**src/rtl/ff_ctrl_seq.sv**
```systemverilog
// Control sequencer for the flip-flop bank under test. It synchronises the request
// levels and turns each rising edge into one clean clear, preset or enable pulse.
module ff_ctrl_seq #(
  parameter int SYNC_STAGES = 2,
  parameter int LEN_W       = 4,
  parameter int GAP         = 2
) (
  input  logic             clk,
  input  logic             clr,
  input  logic             clr_req,
  input  logic             pre_req,
  input  logic             en_req,
  input  logic [LEN_W-1:0] pulse_len,
  input  logic             d_in,
  output logic             d_out,
  output logic             clr_out,
  output logic             pre_out,
  output logic             en_out,
  output logic             busy,
  output logic             done,
  output logic             err_overlap
);

  localparam int GAP_W = $clog2(GAP + 1);
  localparam int CNT_W = (LEN_W > GAP_W) ? LEN_W : GAP_W;

  typedef enum logic [2:0] {
    S_IDLE,
    S_RST_HOLD,
    S_PULSE_CLR,
    S_PULSE_PRE,
    S_PULSE_EN,
    S_GAP
  } state_t;

  // Request vectors are indexed 0 = clr, 1 = pre, 2 = en, which is also priority order.
  logic [2:0]                  w_req;
  logic [2:0][SYNC_STAGES-1:0] r_sync;
  logic [2:0]                  r_prev;
  logic [2:0]                  w_edge;
  logic [2:0]                  w_cand;
  logic [2:0]                  w_sel;
  logic [2:0]                  r_pend;
  logic [SYNC_STAGES-1:0]      r_rst_sr;
  logic [CNT_W-1:0]            r_cnt;
  logic [CNT_W-1:0]            w_len_m1;
  state_t                      r_state;
  logic                        r_clr_out;
  logic                        r_pre_out;
  logic                        r_en_out;
  logic                        r_busy;
  logic                        r_done;
  logic                        r_err;
  logic                        r_d;

  assign w_req = {en_req, pre_req, clr_req};

  // NOTE: state registers use non-blocking assignments so every flop samples pre-edge values.
  always_ff @(posedge clk or negedge clr) begin
    if (!clr) begin
      r_sync   <= '0;
      r_prev   <= '0;
      r_rst_sr <= '0;
      r_d      <= 1'b0;
    end else begin
      for (int i = 0; i < 3; i++) begin
        r_sync[i] <= {r_sync[i][SYNC_STAGES-2:0], w_req[i]};
        r_prev[i] <= r_sync[i][SYNC_STAGES-1];
      end
      r_rst_sr <= {r_rst_sr[SYNC_STAGES-2:0], 1'b1};
      r_d      <= d_in;
    end
  end

  always_comb begin
    for (int i = 0; i < 3; i++) begin
      w_edge[i] = r_sync[i][SYNC_STAGES-1] & ~r_prev[i];
    end
  end

  assign w_cand = r_pend | w_edge;

  // NOTE: the default assignment first keeps this block purely combinational (no latch).
  always_comb begin
    w_sel = 3'b000;
    if (w_cand[0])      w_sel = 3'b001;
    else if (w_cand[1]) w_sel = 3'b010;
    else if (w_cand[2]) w_sel = 3'b100;
  end

  assign w_len_m1 = (pulse_len == '0) ? '0 : CNT_W'(pulse_len - 1'b1);

  always_ff @(posedge clk or negedge clr) begin
    if (!clr) begin
      r_state   <= S_RST_HOLD;
      r_cnt     <= '0;
      r_pend    <= '0;
      r_clr_out <= 1'b1;
      r_pre_out <= 1'b0;
      r_en_out  <= 1'b0;
      r_busy    <= 1'b1;
      r_done    <= 1'b0;
      r_err     <= 1'b0;
    end else begin
      r_done <= 1'b0;
      r_err  <= r_err | (|(w_edge & r_pend));
      // Only an IDLE visit consumes a request; any other state just queues new edges.
      if (r_state == S_IDLE) r_pend <= w_cand & ~w_sel;
      else                   r_pend <= r_pend | w_edge;

      case (r_state)
        S_RST_HOLD: begin
          if (r_rst_sr[SYNC_STAGES-1]) begin
            r_state   <= S_IDLE;
            r_clr_out <= 1'b0;
            r_busy    <= 1'b0;
          end
        end
        S_IDLE: begin
          if (w_sel != 3'b000) begin
            r_busy    <= 1'b1;
            r_cnt     <= w_len_m1;
            r_clr_out <= w_sel[0];
            r_pre_out <= w_sel[1];
            r_en_out  <= w_sel[2];
            r_state   <= w_sel[0] ? S_PULSE_CLR : (w_sel[1] ? S_PULSE_PRE : S_PULSE_EN);
          end
        end
        S_PULSE_CLR, S_PULSE_PRE, S_PULSE_EN: begin
          if (r_cnt == '0) begin
            r_state   <= S_GAP;
            r_cnt     <= CNT_W'(GAP - 1);
            r_clr_out <= 1'b0;
            r_pre_out <= 1'b0;
            r_en_out  <= 1'b0;
          end else begin
            r_cnt <= r_cnt - CNT_W'(1);
          end
        end
        S_GAP: begin
          if (r_cnt == '0) begin
            r_state <= S_IDLE;
            r_busy  <= 1'b0;
            r_done  <= 1'b1;
          end else begin
            r_cnt <= r_cnt - CNT_W'(1);
          end
        end
        default: r_state <= S_IDLE;
      endcase
    end
  end

  assign d_out       = r_d;
  assign clr_out     = r_clr_out;
  assign pre_out     = r_pre_out;
  assign en_out      = r_en_out;
  assign busy        = r_busy;
  assign done        = r_done;
  assign err_overlap = r_err;

endmodule
```
**config.mk**
```make
export PLATFORM = sky130hd
export DESIGN_NAME = ff_ctrl_seq
export DESIGN_NICKNAME = d
export VERILOG_FILES = /design/src/rtl/ff_ctrl_seq.sv
export SDC_FILE = /design/constraint.sdc
export NUM_CORES = 1
export LEC_CHECK = 0
export ABC_AREA = 1
export BUFFER_PORTS_ARGS = -buffer_cell sky130_fd_sc_hd__buf_2
export CAP_MARGIN = 15
export CORE_ASPECT_RATIO = 1.4
export CORE_UTILIZATION = 40
export DETAILED_ROUTE_END_ITERATION = 8
export MAX_ROUTING_LAYER = met4
export PLACE_DENSITY = 0.57
export SLEW_MARGIN = 40
export SYNTH_ARGS = -nofsm -noshare
export SYNTH_HDL_FRONTEND = slang
export SYNTH_SLANG_ARGS = --single-unit
```
**constraint.sdc**
```tcl
create_clock -name clk -period 2.1 [get_ports clk]
set_input_delay 0.105 -clock clk [delete_from_list [all_inputs] [get_ports clk]]
set_output_delay 0.105 -clock clk [all_outputs]
set_load 0.005 [all_outputs]
```
Word level (Yosys, flattened, before mapping)
Cells that the tools add are included.

Add/subtract/negate cells: 2. Equal/unequal tests: 10. Multiplexer cells: 28. Bitwise gates (word level): 11. Reduce and logical (&&, ||, !) cells: 15.

Operator list (count): 2-to-1 mux 3 bit (10); 2-to-1 mux 4 bit (4); case mux 3 bit (4 select lines) (1); case mux 4 bit (3 select lines) (1); AND reduction 4 bit (3); nonzero test 3 bit (4); logical NOT 4 bit (2); 2-to-1 mux 1 bit (8); != test 2 bit (second input constant) (4); subtractor 4 x 1 -> 4 bit (second input constant) (2); bitwise AND 3 bit (2); equality test 3 x 2 -> 1 bit (second input constant) (2); equality test 3 bit (second input constant) (2); case mux 1 bit (3 select lines) (2); AND reduction 3 bit (2); OR reduction 3 bit (2); case mux 1 bit (2 select lines) (2); bitwise AND 1 bit (3); equality test 3 x 1 -> 1 bit (second input constant) (1); logical NOT 3 bit (1); NOT 1 bit (3); NOT 3 bit (1); OR 3 bit (1); != test 2 x 1 -> 1 bit (second input constant) (1); 2 further kinds (2).

Register bits after elaboration: 28. Input bits: 10. Output and inout bits: 7. Word-level logic and storage cells: 81.

Longest topological paths before layout
Gate-level depths: netlist of run 1.

Word-level depth: 10. Gate-level depth with buffers: 9. Gate-level depth less buffers: 9.

Least setup slack after synthesis of run 1
Ideal clock, no wire load.

Path type: register -> register. From: register r_cnt[0]. To: register r_cnt[1]. Library setup time: 116 ps. Arrival: 1171 ps. Data required time: 1984 ps. Setup slack: 813 ps. Cell stages (with the launch flop): 10. Buffers on the path: 0. Period minus slack after synthesis: 1287 ps. Cells stage by stage: dfrtp_1 -> inv_1 -> ha_1 -> nand2_1 -> nor2_1 -> nor2_2 -> nand2_4 -> inv_4 -> nand2_1 -> nand2_1.

Cells in the longest elaborated chain, start to end: 3. Elaborated cells on any way between the ends: 7. Those cells by class: add/sub (1); eq/ne (1); mux (3); reduce/logical (2).

RTL lines: start: declaration (line 45) `logic [CNT_W-1:0] r_cnt;`; start signal: assignment (line 122) `r_cnt <= w_len_m1;`; start signal: assignment (line 132) `r_cnt <= CNT_W'(GAP - 1);`; start signal: assignment (line 137) `r_cnt <= r_cnt - CNT_W'(1);`; subtractor 4 x 1 -> 4 bit or logical NOT 4 bit (tied branches); 2-to-1 mux 4 bit (tied with other cells) (line 141) `if (r_cnt == '0) begin`; case mux 4 bit (3 select lines) or AND reduction 3 bit (tied branches).

Several ways; a longest one is shown, not always the timed one. The select of a mux whose other input is x is not followed. A chain may end at the register's enable or synchronous reset.

Worst setup path in the final report of run 1
Same ends and word-level chain as after synthesis.

==> run metrics, run 1 <==
power per cell area 1410 mW/mm²; clk sink count 28; initial antenna violation count 0; Starting Density 0.423; clk_skew 0.00174 ns; cell taking the most area after synthesis dfrtp_1; routed via count 1050; final hold viol count 0; Static Leakage 0.000868 µW; Die Height approximately 70 µm; CTS Buffer Depth 2; drt via density ~4.7; Clk Latency, worst-skew pair 0.27 ns; DRT Wirelength 2380 µm; Ports 17; Ys Warns 0; clock share of power 0.187; mapped cell area 0.00132 mm²; CP top delay family simple AND/OR/NAND/NOR gates; Worst setup SP type flop; net switching fraction of the power 0.409; # rows 24; commonest cells after routing, fill and taps aside nand2_1, dfrtp_1, inv_1; CP max stage delay between 0.4 and 0.5 ns; final setup fails 0; Nets roughly 200; FMAX 0.686 GHz; first-pass GRT wire length 4320 µm; largest net degree at the start of global routing 29; core box area 0.00312 mm²; NetSw 908 µW; Syn Area/Cell 8.20 µm²; Worst path slowest cell dfrtp_1; layout cells sized above 1 0.172; Wirelength per Cell roughly 11 µm; global-route usage over all layers 0.163; post-route insts no fill 225; CP cell instances inv_1 -> ha_1 -> nand2_1 -> nor2_1 -> nor2_2 -> nand2_4 -> inv_4 -> nand2_1 -> nand2_1; synth-to-layout area growth 19.0%; Seq pwr share 0.363; root buf cell clkbuf_8; status finished clean; CP Max Fanout 7; antenna diode count 0; Chip Width 50.6 µm; Synth area leaders dfrtp_1, nand2_1, dfstp_2, inv_1, nand3_1; pre-CTS setup slack 0.643 ns; Internal 1310 µW; PnR Total Power 2220 µW; initial DRC count 40; drt drc 0; fin crit share 0.694; combinational share of power 0.450; sequential area share after synthesis 0.534; MaxCap Viol Count 0; placed cells 216; Overflow after GRT 0; Synth Net Count 173; die area 0.00354 mm²; Buffers on Ports 16; Buf/Inv on CP 2; Clk pin slew, worst setup/hold paths about 0.090 ns; Num CTS Buffers 3; Peak VDD IR 0.618 mV; Detail Route Antenna Nets 0; Final min period 1.46 ns; fin. max-slew vios 0; Post-Syn Instances 161; post-synth cell types 22; number of setup buffers added after CTS 0; max_slew headroom 0.585; H-tree Lvls 1; RD Place Congestion roughly 0.74; number of synthesized register bits 28; RSZ-0062 raised after global routing no; CP endpoint kind flop; CP required 2.27 ns; crit path DAT about 1.6 ns; vias in the first global route 1068; CP Class flop to flop; final core utilization 0.503; Worst-Margin Slew between 0.6 and 0.7 ns; Initial DRT Pass Iterations 4; CTS tree done; setup ws final about 0.64 ns; min-delay worst type input pin to flop; post-synth top area share 0.474; Final HPWL DP 1860 µm; crit-path most repeated cell nand2_1; Fin Setup TNS 0 ns; commonest non-fill, non-tap cell in the layout nand2_1
## registers in the layout, indices dropped and copies added, names as in the netlist
signal	cells
done	1
r_rst_sr	2
clr_out	1
busy	1
r_state	3
err_overlap	1
en_out	1
r_sync	6
r_pend	3
r_prev	3
pre_out	1
d_out	1
r_cnt	4
## per-layer routing
metal | up-vias | GRT usage | part of all wire
li1 | 551 | - | -
met1 | 485 | 0.186 | 0.45
met2 | 12 | 0.289 | 0.52
met3 | 2 | 0.0196 | 0.019
met4 | 0 | 0.0556 | 0.011
met5 | - | - | 0
## cell type report
class / count / area (µm²)
repair buffers: 21 / 130
fillers: 312 / 1550
clock buffers: 3 / 41.3
clock inverters: 1 / 30.0
multi-input cells: 111 / 531
well taps: 39 / 48.8
inverters: 22 / 85.1
flip-flops and latches: 28 / 704
## power groups by stage
stage                     clock network (µW)  registers [µW]  logic, µW
final                                    415             806        998
after global routing                     453             825       1170
after CTS                                427             804       1010
after detailed placement                   0             816       1000
after global placement                     0             811        993
after floorplan                            0             798        787
## metrics by stage
step                hold WS, ns  instance area, µm²
finish                    0.200                1570
global route              0.225                1570
CTS                       0.197                1570
detailed placement        0.154                1450
global placement          0.142                1450
floorplan                -0.191                1320
## synth_stat cells, drive strengths merged
cell,instances
conb,1
a31oi,2
dfrtp,25
nand3,11
o22ai,1
dfstp,3
ha,2
nand3b,1
xor2,1
o21ai,7
inv,22
a21oi,4
nand2,65
nand4,3
nor2,13
## path summary, 6_finish.rpt
check / startpoint / to / slack (ns) / cells past startpoint
setup / recovery: r_cnt[0]$_DFFE_PN0P_ / r_cnt[1]$_DFFE_PN0P_ / 0.64 / 9
hold / removal: pulse_len[0] / r_cnt[0]$_DFFE_PN0P_ / 0.20 / 6
setup reg to reg: r_cnt[0]$_DFFE_PN0P_ / r_cnt[1]$_DFFE_PN0P_ / 0.64 / 9
hold reg to reg: r_sync[4]$_DFF_PN0_ / r_sync[5]$_DFF_PN0_ / 0.36 / 0
max in group asynchronous: clr / r_pend[1]$_DFF_PN0_ / 1.32 / 2
min in group asynchronous: clr / r_prev[1]$_DFF_PN0_ / 0.38 / 2
## cells by family after synthesis
family	share of synthesized area
other cells	0.00284
fa+ha+maj	0.0190
xor+xnor	0.00664
buf+inv	0.0645
compound gates	0.0559
simple gates	0.318
flops	0.534
## tightest hold or removal path: stages
cell and delay (ns):
buf_2 0.10, a31oi_1 0.04, nand2_1 0.05, nand2_1 0.05, nand2_1 0.05, nand2_1 0.04
## repair_timing
item	4_1_cts	5_1_grt
hold buffers	5	0
hold endpoints to repair	29	0
resized for setup	0	0
setup endpoints to repair	0	0
No activity file was read; power rests on OpenSTA's default activity.
==> inputs of run 2 (changes only) <==
--- a/config.mk
+++ b/config.mk
@@ -5,14 +5,14 @@
 export SDC_FILE = /design/constraint.sdc
 export NUM_CORES = 1
 export LEC_CHECK = 0
-export ABC_AREA = 1
+export ABC_AREA = 0
 export BUFFER_PORTS_ARGS = -buffer_cell sky130_fd_sc_hd__buf_2
 export CAP_MARGIN = 15
 export CORE_ASPECT_RATIO = 1.4
 export CORE_UTILIZATION = 40
 export DETAILED_ROUTE_END_ITERATION = 8
 export MAX_ROUTING_LAYER = met4
-export PLACE_DENSITY = 0.57
+export PLACE_DENSITY = 0.59
 export SLEW_MARGIN = 40
 export SYNTH_ARGS = -nofsm -noshare
 export SYNTH_HDL_FRONTEND = slang
==> constraint.sdc (replaced) <==
create_clock -name clk -period 1.2 [get_ports clk]
set_input_delay 0.06 -clock clk [delete_from_list [all_inputs] [get_ports clk]]
set_output_delay 0.06 -clock clk [all_outputs]
set_load 0.005 [all_outputs]
==> run 2 against run 1 <==
The run now ends with setup timing left; worst hold slack improved by 0.038 ns; critical path depth fell by 2; routed wire length rose by 45%; global-route usage rose by 4.5 points; core utilization rose by 16 points; cell count rose by 5.3%; clock-buffer cell count did not move; sequential cell count did not move; first-iteration DRC count fell by 7.5%; register-to-register slack got worse by 1.2 ns; non-clock buffer count rose by 42; clock skew barely moved.
==> run metrics, run 2 <==
post-route insts no fill 237 (was 225); fin. max-slew vios 0 (unchanged); pre-CTS setup slack -0.487 ns (was 0.643 ns); CP cell instances inv_2 -> ha_4 -> or3b_4 -> nor2_2 -> o311ai_1 -> o21ai_1 -> mux2_4 (was inv_1 -> ha_1 -> nand2_1 -> nor2_1 -> nor2_2 -> nand2_4 -> inv_4 -> nand2_1 -> nand2_1); Final HPWL DP 2410 µm (was 1860 µm); synth-to-layout area growth 56.4% (was 19.0%); vias in the first global route 1250 (was 1068); global-route usage over all layers 0.209 (was 0.163); # rows 24 (unchanged); leading registers by flop count r_sync: 6 flops, r_cnt: 4 flops (unchanged); mapped cell area 0.00135 mm² (was 0.00132 mm²); Post-Syn Instances 135 (was 161); Synth area leaders dfrtp_1, dfstp_2, o21ai_0, nor2_1, a21oi_1 (was dfrtp_1, nand2_1, dfstp_2, inv_1, nand3_1); commonest cells after routing, fill and taps aside buf_4, dfrtp_1, buf_2 (was nand2_1, dfrtp_1, inv_1); Clk pin slew, worst setup/hold paths 0.09 ns (about the same); Synth Net Count 147 (was 173); MaxCap Viol Count 0 (unchanged); Primary FF master, synth dfrtp_1 (unchanged); max_slew headroom 0.586 (was 0.585); CTS tree done (unchanged); power per cell area 2550 mW/mm² (was 1410 mW/mm²); post-synth cell types 41 (was 22); final setup fails 14 (was 0); initial DRC count 37 (was 40); most frequent cell after synthesis dfrtp_1 (was nand2_1); DRT Wirelength 3460 µm (was 2380 µm); Wirelength per Cell 14.6 µm (was 10.6 µm); Internal 3390 µW (was 1310 µW); RD Place Congestion 0.781 (was 0.744); failing checks setup timing; Initial DRT Pass Iterations 6 (was 4); core box area 0.00318 mm² (was 0.00312 mm²); final hold viol count 0 (unchanged); FMAX 0.580 GHz (was 0.686 GHz); list of most frequent post-synthesis cells dfrtp_1, nor2_1, o21ai_0 (was nand2_1, dfrtp_1, inv_1); Synth async-reset ratio 1.00 (unchanged); Static Leakage 0.000921 µW (was 0.000868 µW); first-pass GRT wire length 5450 µm (was 4320 µm); CP endpoint kind flop (unchanged); antenna diode count 0 (unchanged); cell taking the most area after synthesis dfrtp_1 (unchanged); Largest register FFs 6 (unchanged); routed via count 1291 (was 1050); register-to-register setup slack -0.52 ns (was 0.64 ns); peak-usage layer in the global routing report met2 (unchanged); drt via density 5.45 (was 4.67); Peak VDD IR 1.32 mV (was 0.618 mV); die area 0.00362 mm² (was 0.00354 mm²); Detail Route Antenna Nets 0 (unchanged); sequential area share after synthesis 0.521 (was 0.534); Ys Warns 0 (unchanged); Overflow after GRT 0 (unchanged); PnR Total Power 5400 µW (was 2220 µW); Sequential cell area 708 µm² (was 704 µm²); initial antenna violation count 0 (unchanged); Worst path slowest cell dfrtp_1 (unchanged); Nets 211 (was 199); Seq pwr share 0.262 (was 0.363); fin crit share 1.44 (was 0.694); CP Class flop to flop (unchanged); Die Height 70.8 µm (was 70.0 µm); Post-synth EDFFs 0 (unchanged); Worst-Margin Slew 0.621 ns (was 0.622 ns); largest net degree at the start of global routing 29 (unchanged); post-synth top area share 0.463 (was 0.474); RSZ-0062 raised after global routing yes (was no); min-delay worst type input pin to flop (unchanged); H-tree Lvls 1 (unchanged); Worst setup SP type flop (unchanged); Final min period 1.72 ns (was 1.46 ns); Global Route met1 Usage 0.220 (was 0.186); Hold WS 0.238 ns (was 0.200 ns); clk_skew 0.00183 ns (was 0.00174 ns); filler cell count 260 (was 312); CP required 1.37 ns (was 2.27 ns); Num CTS Buffers 3 (unchanged); CTS Buffer Depth 2 (unchanged); Buffers on Ports 16 (unchanged); commonest non-fill, non-tap cell in the layout buf_4 (was nand2_1); Clk Latency, worst-skew pair 0.27 ns (about the same); Chip Width 51.1 µm (was 50.6 µm); CP max stage delay 0.37 ns (was 0.42 ns); crit path DAT 1.89 ns (was 1.62 ns); Starting Density 0.425 (was 0.423); NetSw 2000 µW (was 908 µW); Ports 17 (unchanged); M3 GR Usage 0.0280 (was 0.0196); layout cells sized above 1 0.545 (was 0.172); status finished, violations left (was finished clean); largest register by flop count r_sync (unchanged); CP Max Fanout 4 (was 7); placed cells 215 (was 216); multi-input combinational cell area 778 µm² (was 531 µm²); root buf cell clkbuf_8 (unchanged); setup ws final -0.524 ns (was 0.643 ns); Syn Area/Cell 10.0 µm² (was 8.20 µm²); number of synthesized register bits 28 (unchanged); grt met2 use 0.376 (was 0.289); clk sink count 28 (unchanged); net switching fraction of the power 0.371 (was 0.409); combinational share of power 0.602 (was 0.450); drt drc 0 (unchanged); clock share of power 0.136 (was 0.187)
## run 2: layout make-up
cell class,instances,share of cell area
Tap cell,39,0.0231
Multi-Input combinational cell,98,0.368
Sequential cell,28,0.335
Clock buffer,3,0.0195
Timing Repair Buffer,63,0.232
Inverter,5,0.00887
Clock inverter,1,0.0142
## run 2: worst max-delay path: cells and delay by family, from the launching register on
kind            cells  cell delay (ns)
mux                 1             0.29
fa+ha+maj           1             0.16
buf+inv             1             0.06
simple gates        2             0.34
flops               1             0.37
compound gates      2             0.39
## run 2: timing repair
action	4_1_cts	5_1_grt
pin swaps	8	11
gates resized for setup	22	28
hold buffers	5	0
setup endpoints to repair	15	15
hold endpoints to repair	29	0
setup buffers	5	10
## run 2: path summary, 6_finish.rpt
kind / from / endpoint / depth (start not counted)
setup / recovery: r_cnt[1]$_DFFE_PN0P_ / r_cnt[0]$_DFFE_PN0P_ / 7
hold / removal: pulse_len[3] / r_cnt[3]$_DFFE_PN0P_ / 5
setup reg to reg: r_cnt[1]$_DFFE_PN0P_ / r_cnt[0]$_DFFE_PN0P_ / 7
hold reg to reg: r_sync[4]$_DFF_PN0_ / r_sync[5]$_DFF_PN0_ / 0
max in group asynchronous: clr / r_state[2]$_DFFE_PN0P_ / 2
min in group asynchronous: clr / r_prev[1]$_DFF_PN0_ / 2
## run 2: stage by stage
| stage | utilization | cell area, µm² | setup TNS, ns |
|---|---|---|---|
| 2_1_floorplan | - | 1410 | -2.50 |
| 4_1_cts | 0.610 | 1940 | -3.53 |
| 5_1_grt | 0.665 | 2120 | -4.79 |
| 6_report | 0.665 | 2120 | -3.93 |
| 3_5_place_dp | 0.544 | 1730 | -3.71 |
| 3_3_place_gp | 0.544 | 1730 | -3.43 |
## run 2: power by group through the flow
stage / clock network [µW] / registers [µW] / logic (µW)
floorplan: 0 / 1440 / 1410
global placement: 0 / 1410 / 2350
detailed placement: 0 / 1420 / 2410
CTS: 752 / 1420 / 2680
global route: 788 / 1450 / 3480
finish: 734 / 1420 / 3250
## run 2: logic make-up (layout without fill, tap and decap cells)
kind of cell | after synthesis | after routing | synth area share
multiplexers | 2 | 2 | 0.0185
AND/OR/NAND/NOR | 49 | 49 | 0.202
flip-flops | 28 | 28 | 0.521
AO/OA/AOI/OAI | 44 | 44 | 0.205
adder cells (fa/ha/maj) | 2 | 2 | 0.0185
other | 1 | 1 | 0.00277
buffers and inverters | 9 | 72 | 0.0324
## run 2: routing by layer
metal / share of wire / up-vias
met4: 0.030 / 0
met5: 0 / -
met3: 0.032 / 10
li1: - / 614
met1: 0.39 / 626
met2: 0.55 / 41
